===== config.mk =====
export PLATFORM = sky130hd
export DESIGN_NAME = spi_target_regs
export DESIGN_NICKNAME = d
export VERILOG_FILES = /design/src/rtl/spi_target_regs.sv
export SDC_FILE = /design/constraint.sdc
export NUM_CORES = 1
export LEC_CHECK = 0
export ABC_AREA = 1
export ABC_CLOCK_PERIOD_IN_PS = 5400
export CAP_MARGIN = 0
export CORE_UTILIZATION = 39
export CTS_CLUSTER_SIZE = 25
export DETAILED_ROUTE_END_ITERATION = 7
export DONT_BUFFER_PORTS = 1
export PLACE_DENSITY = 0.55
export SLEW_MARGIN = 5
export SYNTH_ARGS = -nofsm -noshare
export SYNTH_HDL_FRONTEND = slang
export SYNTH_SLANG_ARGS = --single-unit

===== constraint.sdc =====
create_clock -name clk -period 5.4 [get_ports clk]
set_input_delay 1.08 -clock clk [delete_from_list [all_inputs] [get_ports clk]]
set_output_delay 1.08 -clock clk [all_outputs]
set_load 0.005 [all_outputs]

===== src/rtl/spi_target_regs.sv =====
// SPI mode-0 target with a small byte-addressed register bank.
// The SPI pins are oversampled by clk; commands WRITE (02), READ (03) and
// ID (9F) are decoded, and MISO is driven from a registered shift path.
module spi_target_regs #(
   parameter int          ADDR_W  = 4,
   parameter logic [7:0]  ID_BYTE = 8'hA5
) (
   input  logic              clk,
   input  logic              rst,
   input  logic              spi_cs_n,
   input  logic              spi_sclk,
   input  logic              spi_mosi,
   output logic              spi_miso,
   input  logic [ADDR_W-1:0] loc_addr,
   output logic [7:0]        loc_rdata,
   output logic              wr_stb,
   output logic [ADDR_W-1:0] wr_addr,
   output logic [7:0]        wr_data,
   output logic              busy
);

   localparam int DEPTH = 2 ** ADDR_W;

   localparam logic [2:0] S_IDLE   = 3'd0;
   localparam logic [2:0] S_CMD    = 3'd1;
   localparam logic [2:0] S_ADDR   = 3'd2;
   localparam logic [2:0] S_WDATA  = 3'd3;
   localparam logic [2:0] S_RDATA  = 3'd4;
   localparam logic [2:0] S_IGNORE = 3'd5;

   // Synchronizer chains; index 1 is the synchronized level, index 2 the
   // previous level used for edge detection. CS/SCLK chains reset to 0 so
   // that a CS held low through reset never produces a falling edge: the
   // pin has to be seen high first.
   logic [2:0] cs_q;
   logic [2:0] sclk_q;
   logic [1:0] mosi_q;

   logic       sclk_rise;
   logic       sclk_fall;
   logic       cs_fall;
   logic       cs_rise;
   logic       mosi_bit;

   logic [2:0]        state_q,     state_d;
   logic [2:0]        bit_cnt_q,   bit_cnt_d;
   logic [ADDR_W-1:0] ptr_q,       ptr_d;
   logic              is_rd_q,     is_rd_d;
   logic              id_q,        id_d;
   logic              load_pend_q, load_pend_d;
   logic              miso_q,      miso_d;
   logic              busy_q,      busy_d;
   logic              wr_stb_q,    wr_stb_d;
   logic [ADDR_W-1:0] wr_addr_q,   wr_addr_d;
   logic [7:0]        wr_data_q,   wr_data_d;
   logic [7:0]        rx_sh_q,     rx_sh_d;
   logic [7:0]        tx_sh_q,     tx_sh_d;

   logic [7:0]        bank_q [DEPTH];
   logic              bank_we;
   logic              byte_done;
   logic [7:0]        rx_byte;
   logic [7:0]        tx_word;

   assign sclk_rise = sclk_q[1] & ~sclk_q[2];
   assign sclk_fall = ~sclk_q[1] & sclk_q[2];
   assign cs_fall   = ~cs_q[1] & cs_q[2];
   assign cs_rise   = cs_q[1] & ~cs_q[2];
   assign mosi_bit  = mosi_q[1];

   assign byte_done = sclk_rise && (bit_cnt_q == 3'd7);
   assign rx_byte   = {rx_sh_q[6:0], mosi_bit};
   assign tx_word   = id_q ? ID_BYTE : bank_q[ptr_q];

   assign spi_miso  = miso_q;
   assign busy      = busy_q;
   assign wr_stb    = wr_stb_q;
   assign wr_addr   = wr_addr_q;
   assign wr_data   = wr_data_q;
   assign loc_rdata = bank_q[loc_addr];

   // Pin synchronizers plus one extra stage for edge detection
   always_ff @(posedge clk) begin
      if (rst) begin
         cs_q   <= 3'b000;
         sclk_q <= 3'b000;
         mosi_q <= 2'b00;
      end else begin
         cs_q   <= {cs_q[1:0], spi_cs_n};
         sclk_q <= {sclk_q[1:0], spi_sclk};
         mosi_q <= {mosi_q[0], spi_mosi};
      end
   end

   // Protocol state machine and output next-state logic
   always_comb begin
      state_d     = state_q;
      bit_cnt_d   = bit_cnt_q;
      ptr_d       = ptr_q;
      is_rd_d     = is_rd_q;
      id_d        = id_q;
      load_pend_d = load_pend_q;
      miso_d      = miso_q;
      busy_d      = busy_q;
      wr_stb_d    = 1'b0;
      wr_addr_d   = wr_addr_q;
      wr_data_d   = wr_data_q;
      rx_sh_d     = rx_sh_q;
      tx_sh_d     = tx_sh_q;
      bank_we     = 1'b0;

      if (state_q == S_IDLE) begin
         miso_d = 1'b0;
         if (cs_fall) begin
            state_d     = S_CMD;
            bit_cnt_d   = 3'd0;
            busy_d      = 1'b1;
            id_d        = 1'b0;
            is_rd_d     = 1'b0;
            load_pend_d = 1'b0;
         end
      end else begin
         if (sclk_rise) begin
            rx_sh_d   = rx_byte;
            bit_cnt_d = bit_cnt_q + 3'd1;
         end

         case (state_q)
            S_CMD: begin
               if (byte_done) begin
                  case (rx_byte)
                     8'h02: begin
                        is_rd_d = 1'b0;
                        state_d = S_ADDR;
                     end
                     8'h03: begin
                        is_rd_d = 1'b1;
                        state_d = S_ADDR;
                     end
                     8'h9F: begin
                        id_d        = 1'b1;
                        load_pend_d = 1'b1;
                        state_d     = S_RDATA;
                     end
                     default: state_d = S_IGNORE;
                  endcase
               end
            end
            S_ADDR: begin
               if (byte_done) begin
                  ptr_d = rx_byte[ADDR_W-1:0];
                  if (is_rd_q) begin
                     load_pend_d = 1'b1;
                     state_d     = S_RDATA;
                  end else begin
                     state_d = S_WDATA;
                  end
               end
            end
            S_WDATA: begin
               if (byte_done) begin
                  bank_we   = 1'b1;
                  wr_stb_d  = 1'b1;
                  wr_addr_d = ptr_q;
                  wr_data_d = rx_byte;
                  ptr_d     = ptr_q + ADDR_W'(1);
               end
            end
            S_RDATA: begin
               // The first falling edge after a completed byte loads the
               // next outgoing byte; every other falling edge shifts.
               if (byte_done) begin
                  load_pend_d = 1'b1;
               end
               if (sclk_fall) begin
                  if (load_pend_q) begin
                     tx_sh_d     = tx_word;
                     miso_d      = tx_word[7];
                     ptr_d       = ptr_q + ADDR_W'(1);
                     load_pend_d = 1'b0;
                  end else begin
                     miso_d  = tx_sh_q[6];
                     tx_sh_d = {tx_sh_q[6:0], 1'b0};
                  end
               end
            end
            default: miso_d = 1'b0;
         endcase

         // CS release ends any transaction; a partial byte is dropped
         if (cs_rise) begin
            state_d     = S_IDLE;
            busy_d      = 1'b0;
            bit_cnt_d   = 3'd0;
            miso_d      = 1'b0;
            load_pend_d = 1'b0;
         end
      end
   end

   // Control and output registers
   always_ff @(posedge clk) begin
      if (rst) begin
         state_q     <= S_IDLE;
         bit_cnt_q   <= 3'd0;
         ptr_q       <= '0;
         is_rd_q     <= 1'b0;
         id_q        <= 1'b0;
         load_pend_q <= 1'b0;
         miso_q      <= 1'b0;
         busy_q      <= 1'b0;
         wr_stb_q    <= 1'b0;
         wr_addr_q   <= '0;
         wr_data_q   <= 8'h00;
      end else begin
         state_q     <= state_d;
         bit_cnt_q   <= bit_cnt_d;
         ptr_q       <= ptr_d;
         is_rd_q     <= is_rd_d;
         id_q        <= id_d;
         load_pend_q <= load_pend_d;
         miso_q      <= miso_d;
         busy_q      <= busy_d;
         wr_stb_q    <= wr_stb_d;
         wr_addr_q   <= wr_addr_d;
         wr_data_q   <= wr_data_d;
      end
   end

   // Shift registers carry only data and need no reset
   always_ff @(posedge clk) begin
      rx_sh_q <= rx_sh_d;
      tx_sh_q <= tx_sh_d;
   end

   // Register bank, cleared by reset, written one byte per SPI data byte
   always_ff @(posedge clk) begin
      if (rst) begin
         for (int i = 0; i < DEPTH; i++) begin
            bank_q[i] <= 8'h00;
         end
      end else if (bank_we) begin
         bank_q[ptr_q] <= rx_byte;
      end
   end

endmodule


==> results of run 1 <==
==> flip-flops by register name, indices dropped and copies added (netlist names), 3 cells and up, named ones only <==
register,flops
bank_q,128
wr_data,8
rx_sh_q,7
tx_sh_q,7
ptr_q,4
wr_addr,4
bit_cnt_q,3
cs_q,3
sclk_q,3
state_q,3
==> placed cells by master (no fill, tap or decap), types with 2 or more instances in the layout <==
cell and n:
clkinv_8 2, o21ai_0 112, nand3_1 80, o221ai_1 8
clkbuf_16 17, nor2_8 6, ha_1 6, inv_4 2
dfxtp_1 39, nor2_1 162, clkinv_1 11, nand4_1 4
inv_8 3, buf_4 4, a21oi_1 94, nand2_4 17
o211ai_1 35, clkinv_4 2, edfxtp_1 142, or2_2 2
nand2_1 167, a211oi_1 2, nand2_2 2, nor2_2 15
o21a_1 3, inv_1 96, inv_6 5, inv_2 5
mux2i_1 12
==> final cells by class <==
type                    instances  area [sq um]
clock buffers                  17         425.4
flip-flops and latches        182          5066
repair buffers                  4         30.03
clock inverters                15         155.1
well taps                     319         399.1
inverters                     113         426.7
multi-input cells             735          3756
fillers                      2433         13420
==> path summary, 6_finish.rpt <==
path | from | endpoint | slack (ns) | cells past startpoint
worst max register to register | flip-flop | tx_sh_q[4] | 2.82 | 8
worst max-delay path | loc_addr[0] | loc_rdata[1] | 2.37 | 4
worst min register to register | sclk_q[0] | sclk_q[1] | 0.40 | 2
worst min-delay path | sclk_q[0] | sclk_q[1] | 0.40 | 2
==> cells in the mapped netlist, drive strengths merged, types with 6 or more instances <==
cell	count	area, sq um
a21oi	94	470.5
buf	20	108.9
clkbuf	43	161.4
clkinv	11	41.29
dfxtp	40	800.8
edfxtp	142	4264
ha	6	75.07
inv	102	385.4
mux2i	12	120.1
nand2	186	830.8
nand3	81	410.4
nor2	184	833.3
o211ai	35	262.8
o21ai	113	569.3
o221ai	8	70.07
==> per-stage QoR <==
step	cells	hold WS [ns]	area (sq um)	worst slack, ns
finish	1385	0.4039	10260	2.372
global route	1385	0.4264	10260	2.304
CTS	1385	0.4043	10260	2.386
detailed placement	1353	0.3924	9678	2.408
global placement	1353	0.3909	9678	2.430
floorplan	1093	0.3883	9518	2.296
==> worst max-delay path, cell delays in order <==
cell and delay, ns:
o21ai_0 0.43, nand2_1 0.13, o221ai_1 0.17, nand2_1 0.10
==> where the power goes <==
group,switching (uW),leakage [uW],internal (uW)
clock,623,0.000288,621
sequential,48.6,0.00177,1560
combinational,289,0.00218,107
==> logic make-up (layout without fill, tap and decap cells) <==
kind of cell | after synthesis | after routing | share of synthesized area, %
and+or+nand+nor | 460 | 460 | 22.45
muxes | 12 | 12 | 1.262
buffers and inverters | 176 | 149 | 7.322
DFF | 182 | 182 | 53.21
AOI/OAI and AO/OA | 257 | 257 | 14.96
adders and majority gates | 6 | 6 | 0.7887
==> routing by layer <==
layer / up-vias / wire [microns] / GRT usage (%)
met5: - / 0 / 0
met4: 0 / 442 / 5.495
met3: 39 / 2439 / 4.517
met2: 360 / 12450 / 35.94
met1: 3615 / 12720 / 33.41
li1: 3623 / - / -
==> summary.md, run 1 <==
| Metric | Value |
|---|---|
| Max clock buf depth | `2` |
| Setup CP Type | `in2out` |
| YS warnings | `0` |
| Initial DRC Count | `approximately 1000` |
| Syn Area/Cell | `8.708 sq um` |
| Clock latency on the worst-skew pair | `between 0.4 and 0.5 ns` |
| Largest net degree at the start of global routing | `~120` |
| Share of cells above drive strength 1 | `8.349%` |
| Final Util | `a little over two fifths` |
| CP endpoint kind | `primary output` |
| Die area | `about 25000 sq um` |
| Detail Route Antenna Nets | `0` |
| Crit path DAT | `slightly below 2 ns` |
| Power Total | `3248 uW` |
| DR vias/cell | `roughly 5.5` |
| Wirelength per Cell | `about 20 microns` |
| Setup violations, final | `0` |
| Hold Path Class | `reg2reg` |
| Initial antenna violation count | `0` |
| Clock Sinks | `182` |
| CTS H-tree depth | `4` |
| Clk root buf | `clkbuf_16` |
| Min Tclk post-route | `a little over 3 ns` |
| Ys async rst share | `0%` |
| Leak | `0.004240 uW` |
| Syn Inst Count | `1093` |
| CTS tree | `built` |
| Max IR drop VDD | `0.0001838 V` |
| Netlist cell types | `35` |
| Post-synth EDFFs | `about 140` |
| RSZ-0062 raised after global routing | `false` |
| Ant. Diodes | `0` |
| Hold buffers post-CTS | `0` |
| CTS clk-pin slew, worst paths | `0.08 ns` |
| Post CTS Setup Buffer Count | `0` |
| Worst Skew | `~0.014 ns` |
| DIE WIDTH | `~160 microns` |
| Die H | `around 160 microns` |
| Vias in the first global route | `just under 7000` |
| PortBufs | `0` |
| GRT Util Overall | `23.28%` |
| # resized after CTS | `0` |
| Critical path launch point type | `input port` |
| Core Rows | `56` |
| # IOs | `32` |
| Initial DRT Pass Iterations | `6` |
| Grt ovf | `0` |
| First-pass GRT wire length | `about 42 mm` |
| Slew Limit Fails | `0` |
| Post-synthesis sequential area ratio | `between 50% and 60%` |
| Number of nets in the layout | `approximately 1100` |
| Outcome | `finished, final reports clean` |
| Routed WL | `around 28 mm` |
| CORE AREA | `23680 sq um` |
| Max Fclk | `0.3303 GHz` |
| WP data required | `4.32 ns` |
| Via count of the routed design | `around 7600` |
| Slew @ Worst Pin | `between 1 and 1.5 ns` |
| Final Hold Fails | `0` |
| CTS buffer count | `17` |
| Period utilisation layout | `a little under three fifths` |
| CP Max Fanout | `between 100 and 150` |
| Area delta synth->final | `7.782%` |
| Max-cap violations | `0` |
| Worst slew margin | `approximately a third` |
| Detail Placement HPWL | `18.73 mm` |
| Setup TNS | `0 ns` |
| Initial Utilization | `40.19%` |
| GP Congestion | `0.9190` |
| DRC | `0` |
| Post-Syn Nets | `around 1100` |
| Power per cell area | `roughly 320 nW/um^2` |
| Main synth FF type | `edfxtp_1` |
| Area of the mapped netlist | `approximately 9500 sq um` |
| Synthesized flop and latch total | `about 180` |
No activity file was read; power rests on OpenSTA's default activity.
==> inputs of run 2 (changes only) <==
--- a/config.mk
+++ b/config.mk
@@ -6,13 +6,13 @@
 export NUM_CORES = 1
 export LEC_CHECK = 0
 export ABC_AREA = 1
-export ABC_CLOCK_PERIOD_IN_PS = 5400
+export ABC_CLOCK_PERIOD_IN_PS = 2600
 export CAP_MARGIN = 0
 export CORE_UTILIZATION = 39
 export CTS_CLUSTER_SIZE = 25
 export DETAILED_ROUTE_END_ITERATION = 7
 export DONT_BUFFER_PORTS = 1
-export PLACE_DENSITY = 0.55
+export PLACE_DENSITY = 0.57
 export SLEW_MARGIN = 5
 export SYNTH_ARGS = -nofsm -noshare
 export SYNTH_HDL_FRONTEND = slang
==> constraint.sdc (replaced) <==
create_clock -name clk -period 2.6 [get_ports clk]
set_input_delay 0.52 -clock clk [delete_from_list [all_inputs] [get_ports clk]]
set_output_delay 0.52 -clock clk [all_outputs]
set_load 0.005 [all_outputs]
==> run 2 against run 1 <==
  * Non-clock buffer count increased by 16
  * First-iteration DRC count decreased by 9.9%
  * Global-route usage decreased by 0.11 points
  * Sequential share of layout area decreased by 0.70 points
  * Clock skew decreased by 0.0013 ns
  * Clock power increased by 110%
  * Die area unchanged
  * Power increased by 110%
  * Worst hold slack got worse by 0.27 ns
  * Sequential power increased by 110%
  * Combinational power increased by 120%
  * Critical endpoint is now loc_rdata[2]
==> summary.md, run 2 (same netlist as run 1, synthesis figures left out) <==
| Metric | Value |
|---|---|
| Post CTS Setup Buffer Count | `0 (unchanged)` |
| Clock latency on the worst-skew pair | `0.44 ns (about the same)` |
| Detail Placement HPWL | `18.77 mm (+0.19%)` |
| Via count of the routed design | `7621 (-0.21%)` |
| Routed WL | `27.82 mm (-0.81%)` |
| Final Cell Area | `10410 sq um (+1.4%)` |
| Power per cell area | `648.2 nW/um^2 (+100%)` |
| CTS buffer count | `17 (unchanged)` |
| Gate power share | `12.8% (+0.6 points)` |
| Hold Path Class | `in2reg` |
| Slew Limit Fails | `0 (unchanged)` |
| Die H | `158.2 microns (unchanged)` |
| Grt ovf | `0 (unchanged)` |
| Post-DP Area | `9823 sq um (+1.5%)` |
| Hold buffers post-CTS | `0 (unchanged)` |
| Final Hold Fails | `0 (unchanged)` |
| CP Max Fanout | `2 (-98%)` |
| Ant. Diodes | `0 (unchanged)` |
| Max clock buf depth | `2 (unchanged)` |
| Wirelength per Cell | `19.86 microns (-1.9%)` |
| CTS tree | `built` |
| Min Tclk post-route | `approximately 2.3 ns` |
| Vias in the first global route | `7001 (+1.3%)` |
| Setup CP Type | `reg2out` |
| GP Congestion | `0.9107 (-0.90%)` |
| Biggest register | `bank_q` |
| Max Fclk | `0.4440 GHz` |
| Max IR drop VDD | `0.0003862 V (+110%)` |
| CTS clk-pin slew, worst paths | `0.08 ns (about the same)` |
| R2r endpoint | `bank_q[9][0]` |
| FF-to-FF setup slack | `0.37 ns (-2.45 ns)` |
| Clk root buf | `clkbuf_16` |
| # IOs | `32 (unchanged)` |
| Internal | `4772 uW (+110%)` |
| Share of cells above drive strength 1 | `9.704% (+1.4 points)` |
| RSZ-0062 raised after global routing | `false` |
| Setup violations, final | `0 (unchanged)` |
| WHS Endpoint | `mosi_q[0]` |
| Critical path launch point type | `flip-flop` |
| Initial Utilization | `40.19% (unchanged)` |
| PortBufs | `0 (unchanged)` |
| Area delta synth->final | `9.333%` |
| Register-to-Register Path Depth | `10 (+2)` |
| Setup TNS | `0 ns (unchanged)` |
| Core Rows | `56 (unchanged)` |
| Fin cells | `1401 (+1.2%)` |
| Outcome | `finished, final reports clean` |
| Power share of the sequential group | `49.3% (-0.2 points)` |
| Crit path DAT | `1.73 ns (-0.22 ns)` |
| Max-cap violations | `0 (unchanged)` |
| WP data required | `2.08 ns (-2.24 ns)` |
| CP endpoint kind | `primary output` |
| # resized after CTS | `0 (unchanged)` |
| Slew @ Worst Pin | `0.8021 ns (-0.2096 ns)` |
| Dpl cells | `1369 (+1.2%)` |
| Switching portion of total power | `29.25% (-0.33 points)` |
| Initial DRT Pass Iterations | `6 (unchanged)` |
| DIE WIDTH | `158.2 microns (unchanged)` |
| Detail Route Antenna Nets | `0 (unchanged)` |
| DRC | `0 (unchanged)` |
| Die area | `25030 sq um (unchanged)` |
| Max reg flops | `128 (unchanged)` |
| Number of nets in the layout | `1084 (+1.5%)` |
| DR vias/cell | `5.440 (-1.3%)` |
| Initial antenna violation count | `0 (unchanged)` |
| Most common cell after layout, fill and taps aside | `nand2_1` |
| CTS H-tree depth | `4 (unchanged)` |
| Hold Path Stages | `1 (-1)` |
| Clk pwr share | `37.9% (-0.4 points)` |
| Initial DRC Count | `888 (-9.9%)` |
| Power Total | `6746 uW (+110%)` |
| Clock Sinks | `182 (unchanged)` |
| First-pass GRT wire length | `41.88 mm (-0.28%)` |
| Worst hold start | `rst` |
| Leak | `0.004323 uW (+2.0%)` |
| Worst slew margin | `46.33% (+14 points)` |
| GRT Util Overall | `23.17% (-0.11 points)` |
| Period utilisation layout | `86.63%` |
| CORE AREA | `23680 sq um (unchanged)` |
| Sw Pwr | `1973 uW (+110%)` |
| Largest net degree at the start of global routing | `117 (unchanged)` |
| Reg2reg start | `bit_cnt_q[0]` |
| # fillers | `2351 (-3.4%)` |
| Commonest cells after routing, fill and taps aside | `nand2_1 (167), nor2_1 (162), edfxtp_1 (142), o21ai_0 (112), inv_1 (96)` |
| Worst Skew | `0.01261 ns (-0.001281 ns)` |
[run 2: cell types whose count changed in the layout (fill, tap and decap cells not counted), sizes merged]
| cell | delta |
|---|---|
| buf | +16 |
| inv | -3 |
| clkinv | +3 |
[run 2: how the worst max path moves through the flow]
stage,slack (ns),from,cells past startpoint,to
floorplan,0.62,loc_addr[0],8,loc_rdata[4]
global placement,0.43,bit_cnt_q[0],10,bank_q[9][1]
detailed placement,0.36,bit_cnt_q[0],10,bank_q[9][1]
CTS,0.35,bit_cnt_q[0],10,bank_q[9][0]
global route,0.22,bit_cnt_q[0],10,bank_q[9][0]
finish,0.35,bank_q[12][2],4,loc_rdata[2]
[run 2: stage by stage]
stage / utilization [%] / hold slack [ns] / setup WS [ns]
finish: 43.94 / 0.1365 / 0.3475
detailed placement: 41.48 / 0.3916 / 0.3630
global placement: 41.48 / 0.3899 / 0.4258
global route: 43.94 / 0.1180 / 0.2164
CTS: 43.94 / 0.1250 / 0.3459
floorplan: - / 0.3883 / 0.6160
[run 2: critical path, cell delays in order (launching register included)]
cell and delay (ns):
edfxtp_1 0.39, o21ai_0 0.51, o211ai_1 0.17, nand3_1 0.14
nand2_1 0.09
[run 2: routing by layer]
layer	up-vias	part of all wire [%]	track usage [%]
met5	-	0	0
met4	0	2.6	8.608
met3	50	9.5	5.146
met2	345	43	33.60
met1	3561	45	33.48
li1	3665	-	-
[run 2: final cells by class]
| class | count | area, sq um | area share [%] |
|---|---|---|---|
| clock buffer | 17 | 425.4 | 4.088 |
| inverter | 113 | 426.7 | 4.100 |
| multi-input combinational | 735 | 3756 | 36.09 |
| clock inverter | 15 | 157.7 | 1.515 |
| timing repair buffer | 20 | 175.2 | 1.683 |
| tap | 319 | 399.1 | 3.836 |
| sequential | 182 | 5066 | 48.68 |
[run 2: power by group through the flow]
stage	Sequential, uW	Combinational, uW	Clock (uW)
after CTS	3320	858	2570
after global placement	3390	851	0
final	3320	867	2560
after detailed placement	3390	855	0
after floorplan	3350	656	0
after global routing	3340	963	2690
==> inputs of run 3 (changes only) <==
--- a/config.mk
+++ b/config.mk
@@ -6,13 +6,12 @@
 export NUM_CORES = 1
 export LEC_CHECK = 0
 export ABC_AREA = 1
-export ABC_CLOCK_PERIOD_IN_PS = 2600
 export CAP_MARGIN = 0
-export CORE_UTILIZATION = 39
+export CORE_UTILIZATION = 48
 export CTS_CLUSTER_SIZE = 25
 export DETAILED_ROUTE_END_ITERATION = 7
 export DONT_BUFFER_PORTS = 1
-export PLACE_DENSITY = 0.57
+export PLACE_DENSITY = 0.67
 export SLEW_MARGIN = 5
 export SYNTH_ARGS = -nofsm -noshare
 export SYNTH_HDL_FRONTEND = slang
==> run 3 against run 2 <==
  * Cell area fell by 0.95%
  * Worst hold slack improved by 0.00061 ns
  * Critical path type unchanged
  * Critical endpoint is now loc_rdata[1]
  * Clock skew fell by 0.0021 ns
  * Combinational power fell by 1%
  * Power fell by 1.1%
  * Wire length fell by 2.9%
  * Non-clock buffer count did not move
  * Register-to-register slack improved by 0.06 ns
  * Critical path depth rose by 2
  * Maximum frequency rose by 0.57%
  * Die area fell by 19%
  * Utilization rose by 9.0 points
  * Largest power group unchanged
==> summary.md, run 3 (same netlist as run 1, synthesis figures left out) <==
| Metric | Value |
|---|---|
| Slowest stage cell, crit path | `edfxtp_1` |
| Max reg flops | `128 (unchanged)` |
| Critical-path cell list | `inv_1 -> a21oi_1 -> o21ai_0 -> nand2_1 -> o221ai_1 -> nand2_1` |
| Setup CP Type | `reg2out` |
| GP Congestion | `0.9478 (+4.1%)` |
| CORE AREA | `19460 sq um (-18%)` |
| Place WS | `0.4549 ns (+0.09184 ns)` |
| Crit path DAT | `1.72 ns (about the same)` |
| Final setup margin | `0.3603 ns (+0.01275 ns)` |
| Hold Path Class | `in2reg` |
| Via count of the routed design | `7673 (+0.68%)` |
| Most used cell, CP | `nand2_1` |
| Min Tclk post-route | `2.240 ns (-0.01275 ns)` |
| Area delta synth->final | `8.295%` |
| Ant. Diodes | `0 (unchanged)` |
| Period utilisation layout | `86.14% (-0.49 points)` |
| Power per cell area | `647.1 nW/um^2 (-0.18%)` |
| Clock Sinks | `182 (unchanged)` |
| Hold buffers post-CTS | `0 (unchanged)` |
| CP startpoint | `bank_q[5][1]` |
| Initial DRC Count | `1182 (+33%)` |
| CTS tree | `built` |
| Most common cell after layout, fill and taps aside | `nand2_1` |
| Initial antenna violation count | `0 (unchanged)` |
| CTS buffer count | `17 (unchanged)` |
| Critical path launch point type | `flip-flop` |
| Initial Utilization | `48.90% (+8.7 points)` |
| Setup TNS | `0 ns (unchanged)` |
| Max-cap violations | `0 (unchanged)` |
| R2r endpoint | `bank_q[6][4]` |
| Reg2reg start | `bit_cnt_q[0]` |
| CP Max Fanout | `2 (unchanged)` |
| DIE WIDTH | `142.8 microns (-9.7%)` |
| # IOs | `32 (unchanged)` |
| Setup violations, final | `0 (unchanged)` |
| Routed WL | `27.03 mm (-2.9%)` |
| # resized after CTS | `0 (unchanged)` |
| Power Total | `6670 uW (-1.1%)` |
| Wirelength per Cell | `20.07 microns (+1.0%)` |
| Number of nets in the layout | `1084 (unchanged)` |
| Biggest register | `bank_q` |
| Leak | `0.004312 uW (-0.26%)` |
| Clock latency on the worst-skew pair | `0.44 ns (about the same)` |
| Die H | `142.8 microns (-9.7%)` |
| DR vias/cell | `5.696 (+4.7%)` |
| First-pass GRT wire length | `41.46 mm (-1.0%)` |
| Vias in the first global route | `7024 (+0.33%)` |
| Slew @ Worst Pin | `0.7622 ns (-0.03997 ns)` |
| Initial DRT Pass Iterations | `5 (-1)` |
| DRC | `0 (unchanged)` |
| Worst slew margin | `49.00% (+2.7 points)` |
| CP endpoint kind | `primary output` |
| FF-to-FF setup slack | `0.43 ns (+0.06 ns)` |
| Slew Limit Fails | `0 (unchanged)` |
| Slowest Stage Delay on Critical Path | `0.38 ns (-0.13 ns)` |
| Largest net degree at the start of global routing | `117 (unchanged)` |
| Post CTS Setup Buffer Count | `0 (unchanged)` |
| Worst Skew | `0.01055 ns (-0.002055 ns)` |
| Share of cells above drive strength 1 | `9.704% (unchanged)` |
| Die area | `20400 sq um (-19%)` |
| PortBufs | `0 (unchanged)` |
| RSZ-0062 raised after global routing | `false` |
| GRT Util Overall | `27.98% (+4.8 points)` |
| Clk root buf | `clkbuf_16` |
| Max Fclk | `0.4465 GHz (+0.57%)` |
| Commonest cells after routing, fill and taps aside | `nand2_1 (167), nor2_1 (162), edfxtp_1 (142), o21ai_0 (112), inv_1 (96)` |
| Detail Placement HPWL | `18.38 mm (-2.0%)` |
| CTS clk-pin slew, worst paths | `0.08 ns (about the same)` |
| Crit path to | `loc_rdata[1]` |
| Final hold slack | `0.1371 ns (+0.0006080 ns)` |
| WP data required | `2.08 ns (about the same)` |
| Core Rows | `51 (-8.9%)` |
| Register-to-Register Path Depth | `10 (unchanged)` |
| Final Hold Fails | `0 (unchanged)` |
| Grt ovf | `0 (unchanged)` |
| Outcome | `finished, final reports clean` |
| Detail Route Antenna Nets | `0 (unchanged)` |
| Max clock buf depth | `2 (unchanged)` |
| CTS H-tree depth | `4 (unchanged)` |
| Max IR drop VDD | `0.0004763 V (+23%)` |
## run 3: how the worst min path moves through the flow
stage	end	from	slack [ns]	cells past startpoint
floorplan	cs_q[1]	cs_q[0]	0.39	2
CTS	mosi_q[0]	rst	0.13	1
global placement	mosi_q[1]	mosi_q[0]	0.39	2
global route	mosi_q[0]	rst	0.12	1
finish	mosi_q[0]	rst	0.14	1
detailed placement	sclk_q[1]	sclk_q[0]	0.40	2
## run 3: through the flow
stage               cells  util, %  instance area (sq um)
floorplan            1093        -                   9518
global placement     1315    50.06                   9743
detailed placement   1315    50.06                   9743
CTS                  1347    52.96                  10310
global route         1347    52.96                  10310
finish               1347    52.96                  10310
## run 3: worst max-delay path: cells and delay by family, from the launching register on
family                 cells  cell delay, ns
AO/OA/AOI/OAI              3            0.52
buffers and inverters      1            0.11
flip-flops                 1            0.38
AND/OR/NAND/NOR            2            0.27
## run 3: final cells by class
class	count	area (sq um)
clock buffers	17	425.4
well taps	265	331.6
multi-input cells	735	3756
clock inverters	15	138.9
repair buffers	20	162.7
fillers	1770	9155
inverters	113	426.7
flip-flops and latches	182	5066
## run 3: report_power, final
part	internal (uW)	total [uW]	leakage (uW)	switching [uW]
clock network	1260	2490	0.000281	1220
registers	3240	3330	0.00177	88.5
logic	239	854	0.00226	616
total	4740	6670	0.00431	1930
## run 3: metal layers
layer / wire length (microns) / track usage [%] / vias up
li1: - / - / 3653
met1: 11370 / 39.16 / 3535
met2: 12170 / 42.85 / 427
met3: 2679 / 5.600 / 58
met4: 813 / 10.53 / 0
met5: 0 / 0 / -
